## src/rtl/fetch_unit_pkg.sv

```systemverilog
// Shared types and constants for the instruction-fetch stage.
package fetch_pkg;

  typedef struct packed {
    logic [31:0] pc;
    logic [31:0] instr;
  } fetch_entry_t;

  localparam logic [31:0] PC_STEP        = 32'd4;
  localparam logic [31:0] PC_READ_OFFSET = 32'd8;

  function automatic logic [31:0] word_align(input logic [31:0] addr);
    return {addr[31:2], 2'b00};
  endfunction

endpackage

```

## src/rtl/fetch_unit_if.sv

```systemverilog
// Memory-side and decode-side handshakes of the fetch stage, plus the branch redirect.
interface fetch_unit_if;

  logic        imem_req_o;
  logic [31:0] imem_addr_o;
  logic        imem_gnt_i;
  logic        imem_rvalid_i;
  logic [31:0] imem_rdata_i;

  logic        redirect_i;
  logic [31:0] redirect_target_i;

  logic        instr_valid_o;
  logic        instr_ready_i;
  logic [31:0] instr_o;
  logic [31:0] pc_o;
  logic [31:0] pc_plus8_o;

  modport master (
    output imem_req_o, imem_addr_o,
    input  imem_gnt_i, imem_rvalid_i, imem_rdata_i,
    input  redirect_i, redirect_target_i,
    output instr_valid_o, instr_o, pc_o, pc_plus8_o,
    input  instr_ready_i
  );

  modport slave (
    input  imem_req_o, imem_addr_o,
    output imem_gnt_i, imem_rvalid_i, imem_rdata_i,
    output redirect_i, redirect_target_i,
    input  instr_valid_o, instr_o, pc_o, pc_plus8_o,
    output instr_ready_i
  );

endinterface

```

## src/rtl/fetch_unit_fifo.sv

```systemverilog
// In-order instruction buffer; flush empties it and wins over a same-cycle push.
module fetch_fifo
  import fetch_pkg::*;
#(
  parameter int  DEPTH   = 2,
  parameter type entry_t = fetch_entry_t,
  localparam int AW      = $clog2(DEPTH),
  localparam int CW      = $clog2(DEPTH + 1)
) (
  input  logic          clk,
  input  logic          rst,
  input  logic          flush,
  input  logic          push,
  input  entry_t        push_data,
  input  logic          pop,
  output entry_t        head,
  output logic          full,
  output logic          empty,
  output logic [CW-1:0] count
);

  entry_t        mem [DEPTH];
  logic [AW-1:0] rd_ptr;
  logic [AW-1:0] wr_ptr;
  logic          do_push;
  logic          do_pop;

  assign empty   = (count == '0);
  assign full    = (count == CW'(DEPTH));
  assign do_pop  = pop && !empty;
  // A pop frees the slot in the same cycle, so a full buffer still accepts a push.
  assign do_push = push && (!full || do_pop);
  assign head    = mem[rd_ptr];

  always_ff @(posedge clk) begin
    if (do_push) begin
      mem[wr_ptr] <= push_data;
    end
  end

  always_ff @(posedge clk) begin
    if (rst || flush) begin
      rd_ptr <= '0;
      wr_ptr <= '0;
      count  <= '0;
    end else begin
      if (do_push) begin
        wr_ptr <= wr_ptr + 1'b1;
      end
      if (do_pop) begin
        rd_ptr <= rd_ptr + 1'b1;
      end
      case ({do_push, do_pop})
        2'b10:   count <= count + 1'b1;
        2'b01:   count <= count - 1'b1;
        default: count <= count;
      endcase
    end
  end

endmodule

```

## src/rtl/fetch_unit.sv

```systemverilog
// Fetch stage: owns the PC, credit-limits memory requests, drops flushed responses.
// Define FETCH_BYPASS_EN to forward a response straight to decode when the buffer is empty.
module fetch_unit
  import fetch_pkg::*;
#(
  parameter logic [31:0] RESET_PC   = 32'h0000_0000,
  parameter int          FIFO_DEPTH = 2
) (
  input  logic         clk_i,
  input  logic         rst_i,
  fetch_unit_if.master bus
);

  localparam int CW = $clog2(FIFO_DEPTH + 1);
  localparam logic [CW:0] CREDITS = (CW+1)'(FIFO_DEPTH);

  logic [31:0]   fetch_pc;
  logic [31:0]   resp_pc;
  logic [CW-1:0] outstanding;
  logic [CW-1:0] outstanding_nxt;
  logic [CW-1:0] drop_cnt;
  logic [CW-1:0] occupancy;
  logic [CW:0]   in_use;

  logic          accept;
  logic          resp_keep;
  logic          resp_drop;
  logic          push_req;
  logic          push;
  logic          pop;
  logic          fifo_full;
  logic          fifo_empty;
  logic          bypass_avail;
  logic          bypass_take;

  fetch_entry_t  head;
  fetch_entry_t  resp_entry;
  fetch_entry_t  last_entry;
  fetch_entry_t  out_entry;

  // Dropped requests still hold a credit until their response comes back.
  assign in_use          = {1'b0, occupancy} + {1'b0, outstanding};
  assign bus.imem_req_o  = !rst_i && (in_use < CREDITS);
  assign bus.imem_addr_o = fetch_pc;

  assign accept     = bus.imem_req_o && bus.imem_gnt_i;
  assign resp_drop  = bus.imem_rvalid_i && (drop_cnt != '0);
  assign resp_keep  = bus.imem_rvalid_i && (drop_cnt == '0);
  assign resp_entry = '{pc: resp_pc, instr: bus.imem_rdata_i};

`ifdef FETCH_BYPASS_EN
  assign bypass_avail = fifo_empty && resp_keep;
`else
  assign bypass_avail = 1'b0;
`endif
  assign bypass_take = bypass_avail && bus.instr_ready_i;

  assign pop      = bus.instr_ready_i && !fifo_empty;
  assign push_req = resp_keep && !bypass_take;
  assign push     = push_req && (!fifo_full || pop);

  fetch_fifo #(
    .DEPTH   (FIFO_DEPTH),
    .entry_t (fetch_entry_t)
  ) u_fifo (
    .clk       (clk_i),
    .rst       (rst_i),
    .flush     (bus.redirect_i),
    .push      (push),
    .push_data (resp_entry),
    .pop       (pop),
    .head      (head),
    .full      (fifo_full),
    .empty     (fifo_empty),
    .count     (occupancy)
  );

  always_comb begin
    outstanding_nxt = outstanding;
    if (accept && !bus.imem_rvalid_i) begin
      outstanding_nxt = outstanding + 1'b1;
    end else if (!accept && bus.imem_rvalid_i) begin
      outstanding_nxt = outstanding - 1'b1;
    end
  end

  // With the buffer empty, decode sees the last consumed entry (or the bypassed response).
  always_comb begin
    out_entry = last_entry;
    if (!fifo_empty) begin
      out_entry = head;
    end else if (bypass_avail) begin
      out_entry = resp_entry;
    end
  end

  assign bus.instr_valid_o = !fifo_empty || bypass_avail;
  assign bus.instr_o       = out_entry.instr;
  assign bus.pc_o          = out_entry.pc;
  assign bus.pc_plus8_o    = out_entry.pc + PC_READ_OFFSET;

  always_ff @(posedge clk_i) begin
    if (rst_i) begin
      fetch_pc    <= RESET_PC;
      resp_pc     <= RESET_PC;
      outstanding <= '0;
      drop_cnt    <= '0;
      last_entry  <= '{pc: RESET_PC, instr: 32'h0};
    end else begin
      outstanding <= outstanding_nxt;
      if (pop || bypass_take) begin
        last_entry <= out_entry;
      end
      // Everything still in flight after this cycle belongs to the old path.
      if (bus.redirect_i) begin
        fetch_pc <= word_align(bus.redirect_target_i);
        resp_pc  <= word_align(bus.redirect_target_i);
        drop_cnt <= outstanding_nxt;
      end else begin
        if (accept) begin
          fetch_pc <= fetch_pc + PC_STEP;
        end
        if (resp_keep) begin
          resp_pc <= resp_pc + PC_STEP;
        end
        if (resp_drop) begin
          drop_cnt <= drop_cnt - 1'b1;
        end
      end
    end
  end

endmodule

```

## src/flat_wrapper.sv

```systemverilog
// flat-port wrapper written by rule: the top's interface ports become plain ports
module fetch_unit_flat import fetch_pkg::*;
#(
  parameter logic [31:0] RESET_PC   = 32'h0000_0000,
  parameter int          FIFO_DEPTH = 2
)
  (clk_i, rst_i, bus_imem_req_o, bus_imem_addr_o, bus_imem_gnt_i, bus_imem_rvalid_i, bus_imem_rdata_i, bus_redirect_i, bus_redirect_target_i, bus_instr_valid_o, bus_instr_o, bus_pc_o, bus_pc_plus8_o, bus_instr_ready_i);
  fetch_unit_if bus_i ();
  input  logic clk_i;
  input  logic rst_i;
  output wire logic [$bits(bus_i.imem_req_o)-1:0] bus_imem_req_o;
  output wire logic [$bits(bus_i.imem_addr_o)-1:0] bus_imem_addr_o;
  input wire logic [$bits(bus_i.imem_gnt_i)-1:0] bus_imem_gnt_i;
  input wire logic [$bits(bus_i.imem_rvalid_i)-1:0] bus_imem_rvalid_i;
  input wire logic [$bits(bus_i.imem_rdata_i)-1:0] bus_imem_rdata_i;
  input wire logic [$bits(bus_i.redirect_i)-1:0] bus_redirect_i;
  input wire logic [$bits(bus_i.redirect_target_i)-1:0] bus_redirect_target_i;
  output wire logic [$bits(bus_i.instr_valid_o)-1:0] bus_instr_valid_o;
  output wire logic [$bits(bus_i.instr_o)-1:0] bus_instr_o;
  output wire logic [$bits(bus_i.pc_o)-1:0] bus_pc_o;
  output wire logic [$bits(bus_i.pc_plus8_o)-1:0] bus_pc_plus8_o;
  input wire logic [$bits(bus_i.instr_ready_i)-1:0] bus_instr_ready_i;
  assign bus_imem_req_o = bus_i.imem_req_o;
  assign bus_imem_addr_o = bus_i.imem_addr_o;
  assign bus_i.imem_gnt_i = bus_imem_gnt_i;
  assign bus_i.imem_rvalid_i = bus_imem_rvalid_i;
  assign bus_i.imem_rdata_i = bus_imem_rdata_i;
  assign bus_i.redirect_i = bus_redirect_i;
  assign bus_i.redirect_target_i = bus_redirect_target_i;
  assign bus_instr_valid_o = bus_i.instr_valid_o;
  assign bus_instr_o = bus_i.instr_o;
  assign bus_pc_o = bus_i.pc_o;
  assign bus_pc_plus8_o = bus_i.pc_plus8_o;
  assign bus_i.instr_ready_i = bus_instr_ready_i;
  fetch_unit #(.RESET_PC(RESET_PC), .FIFO_DEPTH(FIFO_DEPTH)) u_core (.clk_i(clk_i), .rst_i(rst_i), .bus(bus_i));
endmodule
```

## config.mk

```make
export PLATFORM = sky130hd
export DESIGN_NAME = fetch_unit_flat
export DESIGN_NICKNAME = d
export VERILOG_FILES = /design/src/rtl/fetch_unit_pkg.sv /design/src/rtl/fetch_unit_if.sv /design/src/rtl/fetch_unit_fifo.sv /design/src/rtl/fetch_unit.sv /design/src/flat_wrapper.sv
export SDC_FILE = /design/constraint.sdc
export NUM_CORES = 1
export LEC_CHECK = 0
export CAP_MARGIN = 20
export CELL_PAD_IN_SITES_DETAIL_PLACEMENT = 0
export CELL_PAD_IN_SITES_GLOBAL_PLACEMENT = 1
export CORE_ASPECT_RATIO = 1.1
export CORE_UTILIZATION = 41
export DETAILED_ROUTE_END_ITERATION = 6
export PLACE_DENSITY = 0.78
export SYNTH_ARGS = -nofsm -noshare
export SYNTH_HDL_FRONTEND = slang
export SYNTH_SLANG_ARGS = --single-unit
```

## constraint.sdc

```tcl
create_clock -name clk_i -period 5.69 [get_ports clk_i]
set_input_delay 1.138 -clock clk_i [delete_from_list [all_inputs] [get_ports clk_i]]
set_output_delay 1.138 -clock clk_i [all_outputs]
set_load 0.01 [all_outputs]
```

==> out/metrics.cfg <==
[run_status]
outcome = finished, final reports clean

[clocking]
postCtsSetupRepairBufs = 0
cts.sinks = 257
clk_pin_slew_ns = 0.06
cts_hold_buf = 0
cts.repair.resized = 0
cts_root_buf = clkbuf_16
clock_path_buffers = 3
clkLatencyLatePin_ns = 0.53
cts_buffers = 26
cts_tree = yes
htreeDepth = 1

[drt]
via_per_inst = 5.09
drtIter0Drc = 415
drtPass1Iterations = 5
wire_per_inst_microns = 16.5
antenna_left = 0
wl_microns = 26000
route.detailed.drc = 0
vias = 8049

[layout]
antennaDiodeCount = 0
syn2layout_area_growth_pct = 26.9
nFillCells = 2414
instances_no_fill = 1581
seqCellArea_sq_um = 6390
layout-drive-gt1-share_pct = 6.29
nets = 1281
multi_input_area_sq_um = 4470

[timing]
period_share_pct = 88.1
max_freq_mhz = 199
finalSetupViolCount = 0
drv_slew = 0
tightest_slew_ns = 0.898
rsz0062_at_grt = no
fin_tns_setup_ns = 0
finalClockSkew_ns = 0.0143
hold_violations = 0
period_minus_slack_ns = 5.01
slew_headroom_pct = 40.0

[floorplanning]
die_area_sq_um = 28200
initial_core_util_pct = 41.8
dieHeight_microns = 176
core_sq_um = 27000
die_w_microns = 160
num_rows = 63
io_pins = 200

[yosys]
syn_avg_cell_area_sq_um = 10.9
synth_cells = 1035
synth_top_area_share_pct = 33.0
synth_cell_types = 52
synth.most_common_cell = nor2_1
synthFlopType = dfxtp_1
async_flop_share_pct = 0
yosysSeqAreaShare_pct = 56.6
yosys_warnings = 0
ys_ff_latch = 257
synth_area_leaders = edfxtp_1 (33%), dfxtp_1 (24%), mux2i_1 (5.7%)
synth_top_area_cell = edfxtp_1
synth_edf_count = 124
yosys-top-cells-count = nor2_1 (140), dfxtp_1 (133), edfxtp_1 (124)
syn_area_sq_um = 11300

[setup_path]
crit_arrival_ns = 3.88
end_kind = output port
rr_worst_depth = 9
worstSetupPathType = reg -> out
rrSetupSlack_ns = 2.13
crit_required_ns = 4.55
worstReg2RegEnd = u_core.bus.imem_addr_o[27]
worstPathMaxFanout = 56
start_kind = register
r2r-start = u_core.u_fifo.count[0]

[power_and_ir_drop]
vdd_ir_drop_max_v = 0.000160
leakagePower_nw = 4.85
p_total_mw = 4.84
powerDensity_nw_per_um2 = 338

[worst_hold_path]
hold_class = reg -> reg
hold_end = u_core.last_entry[32]
holdCritStartpoint = u_core.last_entry[32]
whs_path_depth = 2

[place]
port_buffers = 195
place_inst = 1534
gp_congestion = 0.772
dp_hpwl_microns = 17400

[global_route]
track_usage_pct = 18.4
grt_start_max_net_pins = 69
grt_pass1_vias = 7802
antenna_found_initial = 0
grt.overflow.total = 0
grt_pass1_wl_microns = 41700

[job]
maxCapViolations = 0

==> per-stage QoR <==
step | util, % | cell area, sq um | setup WS, ns | hold slack, ns
floorplan | - | 11300 | 1.08 | 0.425
global placement | 50.0 | 13500 | 1.24 | 0.434
detailed placement | 50.0 | 13500 | 1.19 | 0.438
CTS | 53.1 | 14300 | 0.609 | 0.448
global route | 53.1 | 14300 | 0.392 | 0.475
finish | 53.1 | 14300 | 0.676 | 0.447
==> layer usage <==
metal  track usage, %  vias up  wire (microns)
li1                 -     4054               -
met1             27.2     3779           13100
met2             28.7      186           11600
met3             2.23       30            1010
met4             4.33        0             401
met5                0        -               0
==> worst max-delay path, stage by stage (launching register included) <==
cell	delay, ns
dfxtp_1	0.34
or2_4	0.58
nor2_1	0.14
a21oi_1	0.22
ha_1	0.22
inv_1	0.11
nor4b_4	0.41
nand4_4	0.24
nor4_2	0.34
xor2_1	0.16
clkdlybuf4s50_1	0.56
==> kinds of logic after synthesis <==
group           count (synthesis)  synth area share (%)
compound gates                219                  12.7
xor+xnor                       90                  6.99
fa+ha+maj                       6                 0.732
buf+inv                       101                  3.93
flops                         257                  56.6
mux                            64                  5.68
other cells                     1                0.0332
simple gates                  297                  13.4
==> flip-flops by register name, indices dropped and copies added (netlist names), named ones only <==
register,cells
u_core.drop_cnt,2
u_core.u_fifo.rd_ptr,1
u_core.bus.imem_addr_o,30
u_core.u_fifo.wr_ptr,1
u_core.outstanding,2
u_core.u_fifo.mem,124
u_core.resp_pc,30
u_core.u_fifo.count,2
u_core.last_entry,64
==> area by class of cell <==
type / count / area share [%]
clock buffers: 38 / 5.07
clock inverters: 9 / 0.760
inverters: 33 / 0.865
multi-input cells: 678 / 31.2
flip-flops and latches: 257 / 44.6
well taps: 357 / 3.12
repair buffers: 209 / 14.3
==> where the power goes <==
group | total (mW) | switching (mW) | internal (mW)
combinational | 0.987 | 0.513 | 0.474
sequential | 2.18 | 0.0833 | 2.10
clock | 1.67 | 0.689 | 0.976
total | 4.84 | 1.29 | 3.55
==> layout by cell type, fill, tap and decap left out, types with 11 or more instances in the layout <==
| cell type | instances |
|---|---|
| edfxtp_1 | 124 |
| o21bai_1 | 15 |
| clkbuf_16 | 26 |
| buf_4 | 15 |
| nand3_1 | 24 |
| nand2_1 | 28 |
| nor3_1 | 33 |
| mux2i_1 | 64 |
| dfxtp_1 | 132 |
| a21boi_0 | 15 |
| nand4_1 | 16 |
| xnor2_1 | 43 |
| a21oi_1 | 90 |
| a211oi_1 | 72 |
| xor2_1 | 47 |
| a21o_1 | 11 |
| inv_1 | 32 |
| nor2_1 | 139 |
| clkdlybuf4s50_1 | 194 |
==> how the worst max path moves through the flow <==
stage / end / slack, ns / from / cells past startpoint
final: bus_pc_plus8_o[29] / 0.68 / u_core.u_fifo.count[0] / 10
after global routing: bus_pc_plus8_o[31] / 0.39 / u_core.u_fifo.count[0] / 10
after CTS: bus_pc_plus8_o[29] / 0.61 / u_core.u_fifo.count[0] / 10
after detailed placement: bus_pc_plus8_o[29] / 1.19 / u_core.u_fifo.count[0] / 10
after global placement: bus_pc_plus8_o[31] / 1.24 / register / 10
after floorplan: u_core.u_fifo.mem[0][0] / 1.08 / bus_imem_rvalid_i / 4
No activity file was read; power rests on OpenSTA's default activity.
